$ cat config.mk
export PLATFORM = sky130hd
export DESIGN_NAME = seq_detect_prog
export DESIGN_NICKNAME = d
export VERILOG_FILES = /design/src/rtl/seq_detect_prog.sv
export SDC_FILE = /design/constraint.sdc
export NUM_CORES = 1
export LEC_CHECK = 0
export ABC_AREA = 1
export CORE_ASPECT_RATIO = 0.75
export CORE_UTILIZATION = 39
export CTS_BUF_LIST = sky130_fd_sc_hd__clkbuf_4
export DETAILED_ROUTE_END_ITERATION = 10
export SLEW_MARGIN = 20
export SYNTH_ARGS = -nofsm -noshare
export SYNTH_HDL_FRONTEND = slang
export SYNTH_SLANG_ARGS = --single-unit
$ cat constraint.sdc
create_clock -name clk -period 2.55 [get_ports clk]
set_input_delay 0.51 -clock clk [delete_from_list [all_inputs] [get_ports clk]]
set_output_delay 0.51 -clock clk [all_outputs]
set_load 0.05 [all_outputs]
$ cat src/rtl/seq_detect_prog.sv
// Programmable serial bit-pattern detector: run-time pattern, length and overlap mode,
// Mealy match output, registered match and a saturating match counter.
module seq_detect_prog #(
    parameter int unsigned MAX_LEN = 8,
    parameter int unsigned CNT_W   = 8,
    parameter int unsigned LEN_W   = $clog2(MAX_LEN + 1)
) (
    input  logic               clk,
    input  logic               rst,
    input  logic               din,
    input  logic               din_valid,
    input  logic               cfg_load,
    input  logic [MAX_LEN-1:0] cfg_pattern,
    input  logic [LEN_W-1:0]   cfg_len,
    input  logic               cfg_overlap,
    input  logic               cnt_clr,
    output logic               y,
    output logic               y_q,
    output logic [CNT_W-1:0]   match_count,
    output logic [LEN_W-1:0]   fill
);

    localparam logic [LEN_W-1:0] LenMax = LEN_W'(MAX_LEN);

    logic [MAX_LEN-1:0] pat_q;
    logic [LEN_W-1:0]   len_q;
    logic               ovl_q;
    // The oldest history bit can never take part in a compare ({hist, din} is at most
    // MAX_LEN wide once din is appended), so only MAX_LEN-1 bits are kept.
    logic [MAX_LEN-2:0] hist_q;
    logic [LEN_W-1:0]   fill_q;
    logic [LEN_W-1:0]   fill_d;
    logic [LEN_W:0]     fill_p1;
    logic [MAX_LEN-1:0] window;
    logic [LEN_W-1:0]   len_clamped;
    logic               accept;
    logic               bits_eq;
    logic               hit;

    assign fill = fill_q;

    always_comb begin
        window      = {hist_q, din};
        accept      = din_valid & ~cfg_load;
        len_clamped = (cfg_len > LenMax) ? LenMax : cfg_len;
        fill_p1     = {1'b0, fill_q} + (LEN_W + 1)'(1);

        bits_eq = 1'b1;
        for (int i = 0; i < int'(MAX_LEN); i++) begin
            if (i < int'(len_q) && window[i] != pat_q[i]) begin
                bits_eq = 1'b0;
            end
        end

        // fill >= len-1 written as fill+1 >= len to avoid underflow at len=0
        hit = accept && (len_q != '0) && (fill_p1 >= {1'b0, len_q}) && bits_eq;
        y   = hit;

        if (hit && !ovl_q) begin
            fill_d = '0;
        end else if (fill_q == LenMax) begin
            fill_d = fill_q;
        end else begin
            fill_d = fill_p1[LEN_W-1:0];
        end
    end

    always_ff @(posedge clk) begin
        if (rst) begin
            pat_q       <= MAX_LEN'(4'b1101);
            len_q       <= LEN_W'(4);
            ovl_q       <= 1'b1;
            hist_q      <= '0;
            fill_q      <= '0;
            y_q         <= 1'b0;
            match_count <= '0;
        end else begin
            y_q <= y;

            if (cnt_clr) begin
                match_count <= '0;
            end else if (y && match_count != '1) begin
                match_count <= match_count + CNT_W'(1);
            end

            if (cfg_load) begin
                pat_q  <= cfg_pattern;
                len_q  <= len_clamped;
                ovl_q  <= cfg_overlap;
                hist_q <= '0;
                fill_q <= '0;
            end else if (din_valid) begin
                hist_q <= window[MAX_LEN-2:0];
                fill_q <= fill_d;
            end
        end
    end

endmodule
# After elaboration in Yosys (flattened, before gate mapping)
# Cells that the tools add are included.
[op_classes]
n_addsub = 2
order_cmp = 10
eq_ne = 11
muxes = 11
bitwise = 2
n_reduce_logical = 18
[op_table]
columns = ["op", "count"]
rows = [
  ["$lt A3 B4 Y1 const A", 4],
  ["$logic_and A1 B1 Y1", 13],
  ["$mux W4", 3],
  ["$add A8 B1 Y8 const B", 1],
  ["$lt A1 B4 Y1 const A", 2],
  ["$lt A2 B4 Y1 const A", 2],
  ["$mux W1", 8],
  ["$ne A1 B1 Y1", 8],
  ["$ne A8 B8 Y1 const B", 1],
  ["$add A4 B1 Y5 const B", 1],
  ["$ge A5 B4 Y1", 1],
  ["$eq A4 B4 Y1 const B", 1],
  ["$gt A4 B4 Y1 const B", 1],
  ["$reduce_bool A4 Y1", 1],
  ["$reduce_or A2 Y1", 2],
  ["$ne A2 B2 Y1 const B", 1],
  ["$reduce_and A2 Y1", 1],
  ["$and A1 B1 Y1", 1],
  ["$logic_not A1 Y1", 1],
  ["$not A1 Y1", 1],
]
[totals]
ff_bits = 33
inputBits = 19
out_inout_bits = 14
word_cells = 61

# Logic depth before layout (Yosys ltp)
[depth]
ltp_word = 14
mapped_depth = 12
depth_no_buf = 12

# Least setup slack after synthesis
# OpenSTA, ideal clock, no wires.
[synth_path]
path_type = "flip-flop to output port"
from = "register fill_q[0] (netlist: fill[0])"
to = "output y"
t_arrival_ns = 2.031
t_required_ns = 2.040
slack_ns = 0.009
stages_incl_launch_ff = 10
path_buffers = 1
path_cell_list = "dfxtp_1 > inv_1 > ha_1 > ha_1 > nand2_1 > nor2_1 > nand2_1 > nand4_1 > and3_4 > buf_8"
[synth_between]
elab_chain_cells = 4
[synth_lines]
columns = ["item", "line_no", "text"]
rows = [
  ["start, declared", "31", "logic [LEN_W-1:0] fill_q;"],
  ["start signal, assigned", "94", "fill_q <= fill_d;"],
  ["$add A4 B1 Y5", "46", "fill_p1 = {1'b0, fill_q} + (LEN_W + 1)'(1);"],
  ["$ge A5 B4 Y1", "56", "hit = accept && (len_q != '0) && (fill_p1 >= {1'b0, len_q}) && bits_eq;"],
  ["$logic_and A1 B1 Y1 (2 in series)", "56", ""],
  ["end, declared", "17", "output logic y,"],
]
# Every way passes these cells.

# Worst setup path in the final report
# Ends and elaborated chain as after synthesis.

==> metrics.md <==
| Metric | Value |
|---|---|
| Fraction of layout cells with a size suffix above 1 | `0.1622` |
| Post-CTS Hold Fix Bufs | `0` |
| CTS H-tree depth | `2` |
| Reg-to-reg endpoint | `fill[2]$_SDFFE_PP0P_` |
| Tcrit/Tclk final | `1.018` |
| Warnings from Yosys | `0` |
| Std cell rows | `20` |
| Pin count of the biggest net entering global routing | `16` |
| Setup Crit Path Kind | `flop to output port` |
| Clk buf depth | `2` |
| Final worst-path setup slack | `-0.04656 ns` |
| Synth Register Bits | `33` |
| Async set-reset flop share out of synthesis | `0` |
| Count leader, synth | `nand2_1` |
| Primary FF master, synth | `dfxtp_1` |
| Setup-failing EPs final | `1` |
| Post-synth top cells | `nand2_1 (64), dfxtp_1 (33), inv_1 (32)` |
| Area Overhead vs Synth | `39.04%` |
| Overall global routing resource usage | `0.1901` |
| DR vias | `1680` |
| R2R Path Start | `fill[0]$_SDFFE_PP0P_` |
| Detailed-placement wirelength estimate | `3054 microns` |
| Hold/Removal Path Class | `flop to flop` |
| Final Non-Filler Cells | `351` |
| Clock Skew | `0.007754 ns` |
| Number of diodes | `0` |
| Place WS | `0.1624 ns` |
| Transition time of the tightest slew-check pin | `0.4926 ns` |
| I/O Buffers | `32` |
| Syn Area/Cell | `6.952 sq um` |
| Top cells by area, synth | `dfxtp_1 (38%), nand2_1 (14%), nand3_1 (7.0%)` |
| Highest clock rate | `0.3851 GHz` |
| Met1 Usage GRT | `0.2850` |
| Die height | `59.58 microns` |
| Starting density of the core | `0.4151` |
| CP Launch Point | `fill[0]$_SDFFE_PP0P_` |
| Final hold viol count | `0` |
| Count of cell types in the netlist | `26` |
| Post-route ant nets | `0` |
| Drt wl/cell | `12.55 microns` |
| VDD IR max | `0.0002755 V` |
| DRT iter0 DRCs | `109` |
| Crit path arrival time | `2.09 ns` |
| CTS tree | `done` |
| Busiest grt layer | `met1` |
| Post-Syn Instances | `248` |
| Clk sinks | `33` |
| Initial antenna violation count | `0` |
| Worst setup endpoint | `y` |
| Vias per cell | `4.786` |
| PwrDens | `485.1 mW/mm^2` |
| Flop-to-flop setup slack | `0.09 ns` |
| Register-to-Register Path Depth | `15` |
| Status | `finished, violations left` |
| Worst Path Max Fanout | `5` |
| Failing checks | `negative setup slack` |
| Number of synthesized flops with an enable pin | `0` |
| Crit. End Element | `output port` |
| Die area | `0.004693 sq mm` |
| Layout Nets | `321` |
| Clock Latency Late Sink | `0.34 ns` |
| Post-synthesis sequential area ratio | `0.3832` |
| Setup tns final | `-0.04656 ns` |
| Final min period | `2.597 ns` |
| Max-slew violation count | `0` |
| # DRC | `0` |
| RSZ-0062 raised after global routing | `true` |
| Max-Slew Margin vs Limit | `0.6706` |
| Max cap viols | `0` |
| Vias in the first global route | `1414` |
| TritonCTS Buffers | `5` |
| Post-synth top area share | `0.3832` |
| Gr ovfl total | `0` |
| CP startpoint kind | `flop` |
| LEAKAGE | `0.001014 uW` |
| Netlist Area Pre-Place | `0.001724 sq mm` |
| CTS Root Cell | `clkbuf_4` |
| Cell Count Post-Placement | `335` |
| GPL Wtd Cong | `0.7990` |
| Core ar. | `0.004154 sq mm` |
| Drt pass-1 iters | `4` |
| Global-route wire length before repair | `6693 microns` |
| Post-Syn Nets | `274` |
| CP required | `2.04 ns` |
| Die Wd | `78.78 microns` |
| Total power | `1163 uW` |
| GR Util met3 | `0.04769` |
| Total wire length | `4406 microns` |
| Clock transition at the registers of the reported paths | `0.11 ns` |
| Met2 GRT Util | `0.2634` |
| Boundary pin count | `33` |
| Largest area contributor in the netlist | `dfxtp_1` |
## worst max-delay path, cell delays in order (launching register included)
cell and delay [ns]:
dfxtp_4 0.42, inv_4 0.05, ha_4 0.24, ha_4 0.28
nand2_1 0.07, nor2_2 0.11, nand2_1 0.05, nand4_1 0.13
and3_4 0.23, buf_12 0.14
## sequential cells by signal, summed over array words and instances, names as in the netlist
register / count
pat_q: 8
hist_q: 7
len_q: 4
y_q: 1
fill: 4
match_count: 8
ovl_q: 1
## stage by stage
step | hold WS [ns] | area (sq um) | util
2_1_floorplan | 0.4360 | 1724 | -
3_3_place_gp | 0.4633 | 2130 | 0.5127
3_5_place_dp | 0.4659 | 2130 | 0.5127
4_1_cts | 0.4869 | 2315 | 0.5572
5_1_grt | 0.5112 | 2397 | 0.5771
6_report | 0.4849 | 2397 | 0.5771
## report_power, final
group          switching [uW]  internal [uW]
Clock                     198            208
Combinational             110           96.5
Sequential               17.4            534
Total                     325            838
## area by class of cell
type,instances,area (sq um)
clock inverter,3,46.29
multi-input combinational,178,1021
fill,402,1757
timing repair buffer,45,427.9
clock buffer,5,37.54
tap,55,68.82
sequential,33,673.1
inverter,32,122.6
## how the worst min path moves through the flow
| stage | startpoint | end | cells after the start | slack (ns) |
|---|---|---|---|---|
| global route | pat_q[1]$_SDFFE_PP0P_ | pat_q[1]$_SDFFE_PP0P_ | 2 | 0.51 |
| floorplan | ovl_q$_SDFFE_PP1P_ | ovl_q$_SDFFE_PP1P_ | 2 | 0.44 |
| global placement | pat_q[2]$_SDFFE_PP1P_ | pat_q[2]$_SDFFE_PP1P_ | 2 | 0.46 |
| CTS | pat_q[1]$_SDFFE_PP0P_ | pat_q[1]$_SDFFE_PP0P_ | 2 | 0.49 |
| finish | pat_q[1]$_SDFFE_PP0P_ | pat_q[1]$_SDFFE_PP0P_ | 2 | 0.48 |
| detailed placement | pat_q[2]$_SDFFE_PP1P_ | pat_q[2]$_SDFFE_PP1P_ | 2 | 0.47 |
## cells by family after synthesis
kind of cell             after synthesis  synth area share
XOR/XNOR                               9           0.04572
AND/OR/NAND/NOR                      121            0.3041
flip-flops                            33            0.3832
buffers and inverters                 37           0.08781
AO/OA/AOI/OAI                         41            0.1284
adder cells (fa/ha/maj)                7           0.05080
## placed cells by master (no fill, tap or decap), types with 2 or more instances in the layout
cell type / synthesis / final
nor2_2: 2 / 3
nand3_1: 24 / 22
a21oi_2: 0 / 2
nor2_1: 21 / 20
nand2_1: 64 / 62
dfxtp_4: 0 / 3
nand2_2: 1 / 3
clkbuf_4: 0 / 5
clkdlybuf4s50_1: 0 / 31
o21ai_0: 13 / 13
xor2_1: 6 / 4
nand3_2: 1 / 2
inv_1: 32 / 30
nand4_1: 3 / 3
ha_1: 7 / 3
xnor2_1: 3 / 3
dfxtp_1: 33 / 29
ha_4: 0 / 4
buf_4: 0 / 13
a211oi_1: 2 / 2
a21oi_1: 23 / 21
## routing by layer
layer | part of all wire | vias to the layer above
li1 | - | 895
met4 | 0.0091 | 0
met3 | 0.029 | 5
met5 | 0 | -
met1 | 0.54 | 756
met2 | 0.42 | 24
## repair_timing
action                     in CTS  in global routing
setup buffers                   6                  3
pin swaps                       5                  9
setup endpoints to repair       1                  6
gates resized for setup        12                 14
Power figures use the tool's default switching activity.
